$ cat src/rtl/mult_div_unit.sv
// mult_div_unit: iterative radix-2 multiply/divide unit with HI/LO result registers.
//
// Executes MULT/MULTU/DIV/DIVU one bit per clock on operand magnitudes and applies the
// sign fix-up in a final cycle. It also owns the HI/LO registers, which MTHI/MTLO write
// directly while the unit is idle.
//
// Parameters:
//   WIDTH  operand width; hi and lo are WIDTH bits each (minimum 4)
//   CNT_W  iteration counter width (derived)
//
// Ports:
//   clock     in   system clock, rising edge
//   reset     in   asynchronous active-low reset
//   start     in   begin an operation (sampled only when idle)
//   op        in   00 MULT, 01 MULTU, 10 DIV, 11 DIVU (sampled with start)
//   a, b      in   rs / rt operands (sampled with start)
//   abort     in   cancel the in-flight operation
//   hi_we     in   MTHI write strobe (idle only)
//   lo_we     in   MTLO write strobe (idle only)
//   wdata     in   MTHI/MTLO data
//   busy      out  operation in progress
//   done      out  one-cycle completion pulse
//   div_zero  out  divide-by-zero flag, only ever high together with done
//   hi, lo    out  HI (product high / remainder) and LO (product low / quotient)
//
// Build option:
//   MDU_EARLY_OUT_EN  when defined, multiplies leave RUN as soon as the remaining
//                     multiplier magnitude is zero (at least one step). Divides keep
//                     the fixed latency.
module mult_div_unit #(
    parameter int unsigned WIDTH = 32,
    localparam int unsigned CNT_W = $clog2(WIDTH + 1)
) (
    input  logic             clock,
    input  logic             reset,
    input  logic             start,
    input  logic [1:0]       op,
    input  logic [WIDTH-1:0] a,
    input  logic [WIDTH-1:0] b,
    input  logic             abort,
    input  logic             hi_we,
    input  logic             lo_we,
    input  logic [WIDTH-1:0] wdata,
    output logic             busy,
    output logic             done,
    output logic             div_zero,
    output logic [WIDTH-1:0] hi,
    output logic [WIDTH-1:0] lo
);

    typedef enum logic [1:0] {
        StIdle,
        StRun,
        StFinish
    } state_e;

    state_e               state_q, state_d;
    logic                 is_div_q, is_div_d;
    logic                 neg_res_q, neg_res_d;   // product / quotient must be negated
    logic                 neg_rem_q, neg_rem_d;   // remainder takes the dividend's sign
    logic                 dz_q, dz_d;             // divide by zero detected at start
    logic [2*WIDTH-1:0]   mcand_q, mcand_d;       // multiplicand, shifted left each step
    logic [WIDTH-1:0]     mplr_q, mplr_d;         // multiplier (shifts) or divisor (static)
    logic [2*WIDTH-1:0]   acc_q, acc_d;           // product, or {remainder, quotient}
    logic [CNT_W-1:0]     cnt_q, cnt_d;
    logic [WIDTH-1:0]     hi_q, hi_d;
    logic [WIDTH-1:0]     lo_q, lo_d;
    logic                 done_q, done_d;
    logic                 div_zero_q, div_zero_d;

    // Operand magnitudes; unsigned ops pass the raw value through.
    logic             a_neg, b_neg;
    logic [WIDTH-1:0] a_mag, b_mag;

    always_comb begin
        a_neg = ~op[0] & a[WIDTH-1];
        b_neg = ~op[0] & b[WIDTH-1];
        a_mag = a_neg ? ({WIDTH{1'b0}} - a) : a;
        b_mag = b_neg ? ({WIDTH{1'b0}} - b) : b;
    end

    // One radix-2 step of each algorithm.
    logic [2*WIDTH-1:0] mul_acc, div_acc;
    logic [WIDTH-1:0]   mplr_shift;
    logic [WIDTH:0]     rem_sh;
    logic               rem_ge;
    logic [WIDTH-1:0]   rem_diff;
    logic               last_step;

    always_comb begin
        mul_acc    = mplr_q[0] ? (acc_q + mcand_q) : acc_q;
        mplr_shift = mplr_q >> 1;

        // Partial remainder shifted left by one needs WIDTH+1 bits. When it is at least the
        // divisor the true difference is below the divisor, so WIDTH bits of it suffice.
        rem_sh   = acc_q[2*WIDTH-1:WIDTH-1];
        rem_ge   = (rem_sh >= {1'b0, mplr_q});
        rem_diff = rem_sh[WIDTH-1:0] - mplr_q;
        div_acc  = {(rem_ge ? rem_diff : rem_sh[WIDTH-1:0]), acc_q[WIDTH-2:0], rem_ge};

        last_step = (cnt_q == CNT_W'(WIDTH - 1));
`ifdef MDU_EARLY_OUT_EN
        if (!is_div_q && (mplr_shift == {WIDTH{1'b0}})) begin
            last_step = 1'b1;
        end
`endif
    end

    // Sign fix-up applied when results are written.
    logic [2*WIDTH-1:0] prod_fix;
    logic [WIDTH-1:0]   quot_fix, rem_fix;

    always_comb begin
        prod_fix = neg_res_q ? ({(2*WIDTH){1'b0}} - acc_q) : acc_q;
        quot_fix = neg_res_q ? ({WIDTH{1'b0}} - acc_q[WIDTH-1:0]) : acc_q[WIDTH-1:0];
        rem_fix  = neg_rem_q ? ({WIDTH{1'b0}} - acc_q[2*WIDTH-1:WIDTH])
                             : acc_q[2*WIDTH-1:WIDTH];
    end

    // Next-state logic.
    always_comb begin
        state_d    = state_q;
        is_div_d   = is_div_q;
        neg_res_d  = neg_res_q;
        neg_rem_d  = neg_rem_q;
        dz_d       = dz_q;
        mcand_d    = mcand_q;
        mplr_d     = mplr_q;
        acc_d      = acc_q;
        cnt_d      = cnt_q;
        hi_d       = hi_q;
        lo_d       = lo_q;
        done_d     = 1'b0;
        div_zero_d = 1'b0;

        unique case (state_q)
            StIdle: begin
                // MTHI/MTLO land even if a start is accepted at the same edge; the
                // operation's own result overwrites them later.
                if (hi_we) begin
                    hi_d = wdata;
                end
                if (lo_we) begin
                    lo_d = wdata;
                end
                // abort wins over a coincident start.
                if (start && !abort) begin
                    is_div_d  = op[1];
                    neg_res_d = a_neg ^ b_neg;
                    neg_rem_d = a_neg;
                    dz_d      = op[1] && (b == {WIDTH{1'b0}});
                    cnt_d     = '0;
                    mplr_d    = b_mag;
                    if (op[1]) begin
                        mcand_d = '0;
                        acc_d   = {{WIDTH{1'b0}}, a_mag};
                    end else begin
                        mcand_d = {{WIDTH{1'b0}}, a_mag};
                        acc_d   = '0;
                    end
                    state_d = (op[1] && (b == {WIDTH{1'b0}})) ? StFinish : StRun;
                end
            end

            StRun: begin
                if (abort) begin
                    state_d = StIdle;
                end else begin
                    cnt_d = cnt_q + CNT_W'(1);
                    if (is_div_q) begin
                        acc_d = div_acc;
                    end else begin
                        acc_d   = mul_acc;
                        mcand_d = mcand_q << 1;
                        mplr_d  = mplr_shift;
                    end
                    if (last_step) begin
                        state_d = StFinish;
                    end
                end
            end

            StFinish: begin
                state_d = StIdle;
                if (!abort) begin
                    done_d = 1'b1;
                    if (dz_q) begin
                        div_zero_d = 1'b1;
                    end else if (is_div_q) begin
                        hi_d = rem_fix;
                        lo_d = quot_fix;
                    end else begin
                        hi_d = prod_fix[2*WIDTH-1:WIDTH];
                        lo_d = prod_fix[WIDTH-1:0];
                    end
                end
            end

            default: begin
                state_d = StIdle;
            end
        endcase
    end

    always_ff @(posedge clock or negedge reset) begin
        if (!reset) begin
            state_q    <= StIdle;
            is_div_q   <= 1'b0;
            neg_res_q  <= 1'b0;
            neg_rem_q  <= 1'b0;
            dz_q       <= 1'b0;
            mcand_q    <= '0;
            mplr_q     <= '0;
            acc_q      <= '0;
            cnt_q      <= '0;
            hi_q       <= '0;
            lo_q       <= '0;
            done_q     <= 1'b0;
            div_zero_q <= 1'b0;
        end else begin
            state_q    <= state_d;
            is_div_q   <= is_div_d;
            neg_res_q  <= neg_res_d;
            neg_rem_q  <= neg_rem_d;
            dz_q       <= dz_d;
            mcand_q    <= mcand_d;
            mplr_q     <= mplr_d;
            acc_q      <= acc_d;
            cnt_q      <= cnt_d;
            hi_q       <= hi_d;
            lo_q       <= lo_d;
            done_q     <= done_d;
            div_zero_q <= div_zero_d;
        end
    end

    assign busy     = (state_q != StIdle);
    assign done     = done_q;
    assign div_zero = div_zero_q;
    assign hi       = hi_q;
    assign lo       = lo_q;

endmodule

$ cat config.mk
export PLATFORM = sky130hd
export DESIGN_NAME = mult_div_unit
export DESIGN_NICKNAME = d
export VERILOG_FILES = /design/src/rtl/mult_div_unit.sv
export SDC_FILE = /design/constraint.sdc
export NUM_CORES = 1
export LEC_CHECK = 0
export ABC_AREA = 1
export BUFFER_PORTS_ARGS = -buffer_cell sky130_fd_sc_hd__buf_4
export CAP_MARGIN = 20
export CELL_PAD_IN_SITES_DETAIL_PLACEMENT = 1
export CELL_PAD_IN_SITES_GLOBAL_PLACEMENT = 1
export CORE_MARGIN = 8
export CORE_UTILIZATION = 25
export DETAILED_ROUTE_END_ITERATION = 8
export GPL_ROUTABILITY_DRIVEN = 0
export HOLD_SLACK_MARGIN = 0.08
export MAX_ROUTING_LAYER = met4
export PLACE_DENSITY_LB_ADDON = 0.15
export SLEW_MARGIN = 30
export SYNTH_ARGS = -nofsm -noshare
export SYNTH_HDL_FRONTEND = slang
export SYNTH_SLANG_ARGS = --single-unit
$ cat constraint.sdc
create_clock -name clock -period 3.3 [get_ports clock]
set_input_delay 0.66 -clock clock [delete_from_list [all_inputs] [get_ports clock]]
set_output_delay 0.66 -clock clock [all_outputs]
set_load 0.02 [all_outputs]
# Word level (Yosys, flattened, before mapping)
# Cells that the tools add are included.
[word_totals]
regBits = 238
input_bits = 104
out_inout_bits = 67
elab_cells = 97
[op_classes]
n_addsub = 8
magnitude_cmp = 1
eq_ne = 12
muxes = 44
n_bitwise = 4
reduce_logical = 15
[op_table]
columns = ["op", "n"]
rows = [
  ["$mux W32", 18],
  ["$mux W64", 8],
  ["$pmux W64 S2", 2],
  ["$pmux W32 S2", 3],
  ["$sub A1 B32 Y32 const A", 4],
  ["$add A64 B64 Y64", 1],
  ["$sub A1 B64 Y64 const A", 1],
  ["$ge A33 B32 Y1", 1],
  ["$logic_not A32 Y1", 1],
  ["$sub A32 B32 Y32", 1],
  ["$reduce_and A4 Y1", 4],
  ["$ne A2 B2 Y1 const B", 7],
  ["$mux W6", 2],
  ["$pmux W6 S2", 1],
  ["$mux W2", 4],
  ["$add A6 B1 Y6 const B", 1],
  ["$eq A6 B5 Y1 const B", 1],
  ["$ne A3 B3 Y1 const B", 2],
  ["$reduce_bool A2 Y1", 3],
  ["$mux W1", 5],
  ["$pmux W2 S2", 1],
  ["$reduce_and A2 Y1", 2],
  ["$reduce_and A3 Y1", 1],
  ["$and A1 B1 Y1", 2],
  ["7 further kinds", 8],
]

# Logic depth before layout (Yosys ltp)
# Gate-level depths: netlist (run 1).
[logic_depth]
word_depth = 6
mapped_depth = 18
mapped_depth_nobuf = 17

# Least setup slack after synthesis (run 1)
# OpenSTA, ideal clock, no wires.
[synth_timing]
path_type = "register to register"
start = "register acc_q[55]"
end = "register acc_q[37]"
arrival_ps = 1971
setup_slack_ps = 1198
stages_incl_launch_ff = 14
synth_period_minus_slack_ps = 2102
path_cell_list = "dfrtp_1 > ha_1 > nand2_1 > inv_1 > nand2_1 > nand2_1 > a21oi_1 > nor2_1 > nor2_4 > nand2_4 > nor2_2 > nand2_1 > nand3_1 > o21ai_0"
[synth_between]
elab_chain_len = 5
[synth_lines]
columns = ["item", "line_no", "rtl"]
rows = [
  ["start, declared", "64", "logic [2*WIDTH-1:0] acc_q, acc_d;"],
  ["start signal, assigned", "214", "acc_q <= '0;"],
  ["start signal, assigned", "228", "acc_q <= acc_d;"],
  ["$ge A33 B32 Y1", "97", "rem_ge = (rem_sh >= {1'b0, mplr_q});"],
  ["$mux W32", "99", "div_acc = {(rem_ge ? rem_diff : rem_sh[WIDTH-1:0]), acc_q[WIDTH-2:0], rem_ge};"],
  ["$mux W64", "170", "if (is_div_q) begin"],
  ["$mux W64", "166", "if (abort) begin"],
  ["$pmux W64 S2", "136", "unique case (state_q)"],
]
# No other way between the ends. The select of a mux whose other input is x is not followed.
# A chain may end at the register's enable or synchronous reset.

# Final worst setup path (run 1)
[layout_timing]
start = "register acc_q[38]"
end = "register acc_q[0]"
[layout_between]
elab_chain_len = 4
[layout_lines]
columns = ["item", "line_no"]
rows = [
  ["$ge A33 B32 Y1", "97"],
  ["$mux W64", "170"],
  ["$mux W64", "166"],
  ["$pmux W64 S2", "136"],
]
# No other way between the ends. The select of a mux whose other input is x is not followed.

==> metrics, run 1 <==
ANT cells 0; Fmax 337 MHz; Slew headroom 0.488; Post-synth EDFFs 0; grt ovf 0; most frequent cells in the layout 1324 x nand2_1, 688 x inv_1, 411 x nor2_1; Setup WS pre-CTS 315 ps; commonest non-fill, non-tap cell in the layout nand2_1; PostCTS Resize Cnt 0; core area 94400 µm²; initial antenna violation count 4; CTS tree built; Max FO, Critical Path 12; via count 27300; PwrDens 955 nW/µm²; Pint ~11 mW; critical path class reg -> reg; fin nets about 4500; CP Capture Type flop; Final setup viols 0; total power draw 26.8 mW; switch share 0.572; Setup Buffers After CTS 0; TritonRoute pass-1 iters 5; RR Endpoint acc_q[0]; setup slack after layout 334 ps; die area 105000 µm²; via/cell ratio 4.88; Clock Path Buffers 3; Avg Cell Area, Syn 5.76 µm²; fin. max-slew vios 0; outcome finished clean; Rows 113; vias in the first global route 28100; Hold WS 53.3 ps; share of post-route cells with drive strength above 1 0.0829; Switch Pwr 15.3 mW; Arr. time, crit path ~3400 ps; final WL 121 mm; Leak 14.6 nW; Synth area leader dfrtp_1; Layout Skew 34.3 ps; # Max-Cap Violations 0; worst r2r path cells 14; GRT Resource Usage Total 0.233; Logic pwr share 0.656; initial DRC count 1770; Yosys cell types 50; Req. time, crit path 3710 ps; initial core utilization 0.251; Seq cells post-synth between 200 and 250; IO Port Bufs 170; DRC viols 0; setup repair after global routing missed its margin no; # hold bufs at CTS 0; top post-synthesis cells by area dfrtp_1 25%, nand2_1 21%, inv_1 11%; worst r2r src acc_q[38]; Synth Cell Area 23700 µm²; Worst R2R Setup Slack ~330 ps; critical path launch point type flop; IO Pins ~170; Post-DRT Antenna Nets 0; detailed placement HPWL 100 mm; CTS H-tree lvls 2; # fillers 12600; Seq/Total Area, Yosys 0.251; WL per Instance 21.6 µm; die width 324 µm; area grow syn2layout 18.1%; Sum Neg Setup Slack 0 ps; Clock Root Buffer clkbuf_16; final hold vios 0; VDD IR-drop max 0.434 mV; Die H 324 µm; CTS Buf Count 36; Post-synth ARST share 1.00; largest net degree at the start of global routing 89; Synth top area share 0.251; Yosys Warn Count 0; Worst-path clk slew about 50 ps; Synth Instances 4113; clock latency on the worst-skew pair 590 ps; clk sinks 238; Period minus WS final slightly below 3000 ps; sequential share of power 0.190; Clk pwr share 0.154; first-pass GRT wire length 181 mm; worst min-delay path class in -> async; Final period util 0.899; Syn Nets 4319; Worst Tran Pin Value 768 ps; Synth Flop Type dfrtp_1
-- layer usage --
metal / global-route usage / vias to the layer above / part of all wire
li1: - / 13400 / -
met1: 0.320 / 13200 / 0.49
met2: 0.372 / 537 / 0.45
met3: 0.0235 / 116 / 0.045
met4: 0.0477 / 0 / 0.021
met5: - / - / 0
-- synth_stat cells, types with 36 or more instances --
master    count
inv_1       689
buf_2        36
a21oi_1     322
ha_1        100
nor3_1       40
dfrtp_1     238
nand2_1    1324
clkbuf_1     60
xor2_1       49
nor2_1      415
nand3_1     398
o21ai_0     173
-- area by class of cell --
cell class	count	area (µm²)	area share
Multi-Input combinational cell	3062	14600	0.523
Tap cell	1265	1580	0.0565
Timing Repair Buffer	253	1980	0.0708
Clock buffer	48	996	0.0356
Inverter	699	2630	0.0938
Clock inverter	16	220	0.00786
Sequential cell	238	5960	0.213
-- how the worst max path moves through the flow --
stage                   start         to  slack (ps)  cells past startpoint
floorplan           acc_q[55]  acc_q[37]        1200                     13
global placement    acc_q[38]   acc_q[0]         310                     14
detailed placement  acc_q[38]   acc_q[0]         310                     14
CTS                 acc_q[38]   acc_q[0]         340                     14
global route        acc_q[38]   acc_q[0]         190                     14
finish              acc_q[38]   acc_q[0]         330                     14
-- cells by family (layout without fill, tap and decap cells) --
family,Yosys count,in the layout,share of synthesized area
xor gates and xnor gates,58,58,0.0214
DFF,238,238,0.251
buffers and inverters,813,1016,0.132
AOI/OAI and AO/OA,633,633,0.146
and+or+nand+nor,2269,2269,0.395
adders and majority gates,102,102,0.0545
-- stage by stage --
step                      std cells  area, µm²  utilization
final                          5581      28000        0.297
after global routing           5581      28000        0.297
after CTS                      5581      28000        0.297
after detailed placement       5517      26800        0.284
after global placement         5517      26800        0.284
after floorplan                4113      23700            -
-- worst max-delay path, stage by stage, from the launching register on --
cell and delay (ps):
dfrtp_1 600, ha_1 360, nand2_1 130, inv_1 50, nand2_1 60, nand2_1 60, inv_1 50, nand3_1 150
nand2_1 120, nand2_1 70, nand2_1 120, nand2_4 90, buf_4 200, o21ai_0 610, a22oi_1 140
-- flip-flops by register name, summed over array words and instances, names as in the netlist --
name / flops
acc_q: 64
mcand_q: 64
hi: 32
lo: 32
mplr_q: 32
cnt_q: 6
state_q: 2
div_zero: 1
done: 1
dz_q: 1
is_div_q: 1
neg_rem_q: 1
neg_res_q: 1
-- power by group through the flow --
stage	clock, mW	sequential, mW	combinational, mW
finish	4.11	5.09	17.6
CTS	4.24	5.05	17.5
floorplan	0	4.84	10.6
global route	4.32	5.20	19.5
detailed placement	0	5.10	17.4
global placement	0	5.06	17.4
No activity file was read; power rests on OpenSTA's default activity.
==> run 2: changes to the inputs <==
--- a/config.mk
+++ b/config.mk
@@ -15,7 +15,6 @@
 export DETAILED_ROUTE_END_ITERATION = 8
 export GPL_ROUTABILITY_DRIVEN = 0
 export HOLD_SLACK_MARGIN = 0.08
-export MAX_ROUTING_LAYER = met4
 export PLACE_DENSITY_LB_ADDON = 0.15
 export SLEW_MARGIN = 30
 export SYNTH_ARGS = -nofsm -noshare
==> metrics, run 2 (synthesis gave the netlist of run 1 again) <==
critical path launch point type flop (unchanged); sequential share of power 0.190 (about the same); area grow syn2layout 18.2% (was 18.1%); detailed placement HPWL 100 mm (unchanged); Layout Skew 31.7 ps (was 34.3 ps); GRT Resource Usage Total 0.226 (was 0.233); CTS H-tree lvls 2 (unchanged); via/cell ratio 4.89 (was 4.88); CP most frequent cell nand2_1 (unchanged); final hold vios 0 (unchanged); initial antenna violation count 2 (was 4); # fillers 12600 (about the same); Fmax 337 MHz (about the same); Final period util 0.899 (about the same); Worst Tran Pin Value 791 ps (was 768 ps); WL per Instance 21.6 µm (about the same); setup repair after global routing missed its margin no (unchanged); total power draw 26.7 mW (was 26.8 mW); clk sinks 238 (unchanged); Clk pwr share 0.154 (about the same); die width 324 µm (unchanged); CP Capture Type flop (unchanged); Pint 11.5 mW (about the same); IO Port Bufs 170 (unchanged); Rows 113 (unchanged); Clock Path Buffers 3 (unchanged); die area 105000 µm² (unchanged); via count 27300 (about the same); core area 94400 µm² (unchanged); Worst-path clk slew 50 ps (about the same); CTS tree built (unchanged); biggest regs acc_q (64), mcand_q (64) (unchanged); initial core utilization 0.251 (unchanged); Sum Neg Setup Slack 0 ps (unchanged); Clock Root Buffer clkbuf_16 (unchanged); Slew headroom 0.473 (was 0.488); Hold WS 336 ps (was 53.3 ps); VDD IR-drop max 0.433 mV (was 0.434 mV); DRC viols 0 (unchanged); fin. max-slew vios 0 (unchanged); max incr delay on CP 610 ps (about the same); Final setup viols 0 (unchanged); slowest CP cell dfrtp_1 (was o21ai_0); switch share 0.571 (was 0.572); most frequent cells in the layout 1324 x nand2_1, 688 x inv_1, 411 x nor2_1 (unchanged); Setup Buffers After CTS 0 (unchanged); Max FO, Critical Path 12 (unchanged); CTS Buf Count 36 (unchanged); largest net degree at the start of global routing 89 (unchanged); commonest non-fill, non-tap cell in the layout nand2_1 (unchanged); grt ovf 0 (unchanged); worst min-delay path class in -> reg (was in -> async); critical path class reg -> reg (unchanged); TritonRoute pass-1 iters 6 (was 5); Leak 14.6 nW (about the same); first-pass GRT wire length 181 mm (about the same); ANT cells 0 (unchanged); PwrDens 954 nW/µm² (was 955 nW/µm²); Req. time, crit path 3720 ps (was 3710 ps); clock latency on the worst-skew pair 590 ps (about the same); share of post-route cells with drive strength above 1 0.0829 (about the same); Period minus WS final 2970 ps (about the same); Switch Pwr 15.3 mW (about the same); # Max-Cap Violations 0 (unchanged); Arr. time, crit path 3380 ps (about the same); IO Pins 171 (unchanged); initial DRC count 1798 (was 1770); worst path cell trace ha_1, nand2_1, inv_1, nand2_1, nand2_1, inv_1, nand3_1, nand2_1, nand2_1, nand2_1, nand2_4, buf_4, o21ai_0, a22oi_1 (unchanged); Worst R2R Setup Slack 330 ps (about the same); final WL 121 mm (about the same); vias in the first global route 28100 (about the same); Logic pwr share 0.656 (about the same); outcome finished clean (unchanged); Die H 324 µm (unchanged); Post-DRT Antenna Nets 0 (unchanged); fin nets 4497 (was 4496)
==> run 2: area by class of cell <==
class	instances	area, µm²	area share
clock buffers	48	996	0.0356
multi-input cells	3062	14600	0.522
inverters	699	2630	0.0937
repair buffers	254	1990	0.0711
clock inverters	16	220	0.00786
well taps	1265	1580	0.0565
flip-flops and latches	238	5960	0.213
==> run 2: timing repair <==
item,4_1_cts,5_1_grt
hold buffers,0,1
hold endpoints to repair,0,2
gates resized for setup,0,0
==> run 2: critical path: cells and delay by family, from the launching register on <==
family / cells / cell delay (ps)
AO/OA/AOI/OAI: 2 / 720
adder cells (fa/ha/maj): 1 / 370
buffers and inverters: 3 / 300
flip-flops: 1 / 610
AND/OR/NAND/NOR: 8 / 830
==> run 2: power by group through the flow <==
| stage | Combinational (mW) | Clock [mW] | Sequential (mW) |
|---|---|---|---|
| finish | 17.5 | 4.11 | 5.09 |
| detailed placement | 17.4 | 0 | 5.10 |
| CTS | 17.5 | 4.24 | 5.05 |
| floorplan | 10.6 | 0 | 4.84 |
| global route | 19.5 | 4.31 | 5.20 |
| global placement | 17.4 | 0 | 5.06 |
==> run 2: path summary, 6_finish.rpt <==
check | cells past startpoint | start | endpoint
setup / recovery | 14 | acc_q[38] | acc_q[0]
hold / removal | 2 | abort | done
setup reg to reg | 14 | acc_q[38] | acc_q[0]
hold reg to reg | 2 | mplr_q[30] | mplr_q[30]
max in group asynchronous | 3 | reset | acc_q[36]
min in group asynchronous | 2 | reset | cnt_q[3]
==> run 2: metal layers <==
metal,global-route usage,routed length [µm],part of all wire
met1,0.319,58900,0.49
met2,0.372,54000,0.45
met3,0.0252,5070,0.042
met4,0.0482,2580,0.021
met5,0,0,0
==> run 2: metrics by stage <==
stage	worst slack, ps	std cells	utilization	instance area [µm²]
detailed placement	315	5517	0.284	26800
finish	332	5582	0.297	28000
floorplan	1200	4113	-	23700
CTS	337	5581	0.297	28000
global route	172	5582	0.297	28000
global placement	308	5517	0.284	26800
==> run 3: changes to the inputs <==
--- a/config.mk
+++ b/config.mk
@@ -11,7 +11,7 @@
 export CELL_PAD_IN_SITES_DETAIL_PLACEMENT = 1
 export CELL_PAD_IN_SITES_GLOBAL_PLACEMENT = 1
 export CORE_MARGIN = 8
-export CORE_UTILIZATION = 25
+export CORE_UTILIZATION = 45
 export DETAILED_ROUTE_END_ITERATION = 8
 export GPL_ROUTABILITY_DRIVEN = 0
 export HOLD_SLACK_MARGIN = 0.08
==> metrics, run 3 (synthesis gave the netlist of run 1 again) <==
outcome finished clean (unchanged); Arr. time, crit path 3690 ps (was 3380 ps); fin nets 4471 (was 4497); TritonRoute pass-1 iters 6 (unchanged); Final setup viols 0 (unchanged); critical path class reg -> reg (unchanged); share of post-route cells with drive strength above 1 0.0779 (was 0.0829); biggest regs acc_q (64), mcand_q (64) (unchanged); die area 60300 µm² (was 105000 µm²); Req. time, crit path 3800 ps (was 3720 ps); CTS tree built (unchanged); Clock Root Buffer clkbuf_16 (unchanged); fin. max-slew vios 0 (unchanged); gr busiest metal met2 (unchanged); initial core utilization 0.453 (was 0.251); Hold WS 267 ps (was 336 ps); Fmax 313 MHz (was 337 MHz); WL per Instance 21.5 µm (was 21.6 µm); met2 Usage GRT 0.555 (was 0.372); PwrDens 950 nW/µm² (was 954 nW/µm²); met1 Resource Use GR 0.449 (was 0.319); Clk pwr share 0.140 (was 0.154); Leak 14.4 nW (was 14.6 nW); Sum Neg Setup Slack 0 ps (unchanged); first-pass GRT wire length 164 mm (was 181 mm); Logic pwr share 0.662 (was 0.656); final instance area 27000 µm² (was 28000 µm²); largest net degree at the start of global routing 95 (was 89); critical path launch point type flop (unchanged); Post-DP Area 25900 µm² (was 26800 µm²); Layout Skew 26.5 ps (was 31.7 ps); CP Capture Type flop (unchanged); GRT Resource Usage Total 0.344 (was 0.226); DRC viols 0 (unchanged); filler-free cell count of the finished design 4976 (was 5582); Clock Path Buffers 3 (unchanged); worst min-delay path class in -> reg (unchanged); switch share 0.573 (was 0.571); area grow syn2layout 13.8% (was 18.2%); clk sinks 238 (unchanged); met3 Resource Use GR 0.0455 (was 0.0252); IO Port Bufs 170 (unchanged); final WL 107 mm (was 121 mm); CTS H-tree lvls 1 (was 2); core area 52300 µm² (was 94400 µm²); via count 28300 (was 27300); via/cell ratio 5.69 (was 4.89); vias in the first global route 28900 (was 28100); detailed placement HPWL 86.2 mm (was 100 mm); CTS Buf Count 30 (was 36); setup repair after global routing missed its margin no (unchanged); # fillers 7558 (was 12600); Pint 11.0 mW (was 11.5 mW); ANT cells 0 (unchanged); final hold vios 0 (unchanged); Slew headroom 0.477 (was 0.473); die width 246 µm (was 324 µm); Worst Tran Pin Value 784 ps (was 791 ps); Post-DRT Antenna Nets 0 (unchanged); commonest non-fill, non-tap cell in the layout nand2_1 (unchanged); Die H 246 µm (was 324 µm); initial antenna violation count 2 (unchanged); Switch Pwr 14.7 mW (was 15.3 mW); final core utilization 0.515 (was 0.297); grt ovf 0 (unchanged); Period minus WS final 3200 ps (was 2970 ps); clock latency on the worst-skew pair 620 ps (was 590 ps); initial DRC count 2270 (was 1798); Rows 84 (was 113); Worst-path clk slew 60 ps (was 50 ps); Max FO, Critical Path 7 (was 12); VDD IR-drop max 0.545 mV (was 0.433 mV); Final period util 0.969 (was 0.899); IO Pins 171 (unchanged); Cells after DPL 4919 (was 5517); sequential share of power 0.198 (was 0.190); # Max-Cap Violations 0 (unchanged); most frequent cells in the layout 1324 x nand2_1, 688 x inv_1, 412 x nor2_1 (was 1324 x nand2_1, 688 x inv_1, 411 x nor2_1); PostCTS Resize Cnt 0 (unchanged)
[run 3: changes by cell type in the layout (fill, tap and decap cells not counted), moves of 2 or more]
cell        before  now
clkbuf_16       36   30
clkinv_2         3    6
inv_6            6    1
buf_4          246  227
clkbuf_1         7    2
clkinvlp_4       1    4
buf_12           6    4
[run 3: area by class of cell]
type	count	area [µm²]	area share
clock buffer	37	827	0.0307
sequential	238	5960	0.221
tap	688	861	0.0319
inverter	699	2630	0.0973
multi-input combinational	3062	14600	0.542
clock inverter	18	236	0.00876
timing repair buffer	234	1840	0.0681
[run 3: worst paths after layout]
kind	start	end	slack, ps	cells past startpoint
min reg2reg	cnt_q[5]	cnt_q[5]	480	1
max reg2reg	acc_q[48]	acc_q[63]	100	11
min in group asynchronous	reset	mcand_q[22]	580	2
max in group asynchronous	reset	hi[27]	1840	3
max	acc_q[48]	acc_q[63]	100	11
min	abort	done	270	2
[run 3: per-stage QoR]
stage	setup slack (ps)	power, mW
3_3_place_gp	231	20.9
2_1_floorplan	1200	15.5
6_report	103	25.6
3_5_place_dp	196	21.4
4_1_cts	187	25.2
5_1_grt	58.7	27.4
[run 3: critical path, stage by stage (launching register included)]
cell	delay, ps
dfrtp_1	560
ha_1	560
nand2_1	160
nor2_1	260
nand2_1	220
nor3_1	460
and2_1	200
nand2_1	150
nand3_1	120
nand3_1	210
nand3_1	140
nand2_1	50
[run 3: per-layer routing]
layer / wire length (µm) / part of all wire
met3: 7920 / 0.074
met2: 48000 / 0.45
met5: 15 / 0.00014
met4: 5770 / 0.054
met1: 45300 / 0.42
[run 3: power by group through the flow]
stage / sequential (mW) / combinational [mW] / clock (mW)
after detailed placement: 5.02 / 16.4 / 0
final: 5.07 / 17.0 / 3.60
after global placement: 4.96 / 16.0 / 0
after global routing: 5.13 / 18.5 / 3.74
after floorplan: 4.84 / 10.6 / 0
after CTS: 4.98 / 16.6 / 3.62
[run 3: timing repair]
action / 4_1_cts / 5_1_grt
endpoints found under the hold margin: 48 / 0
hold buffers: 1 / 0
buffers inserted: 0 / 0
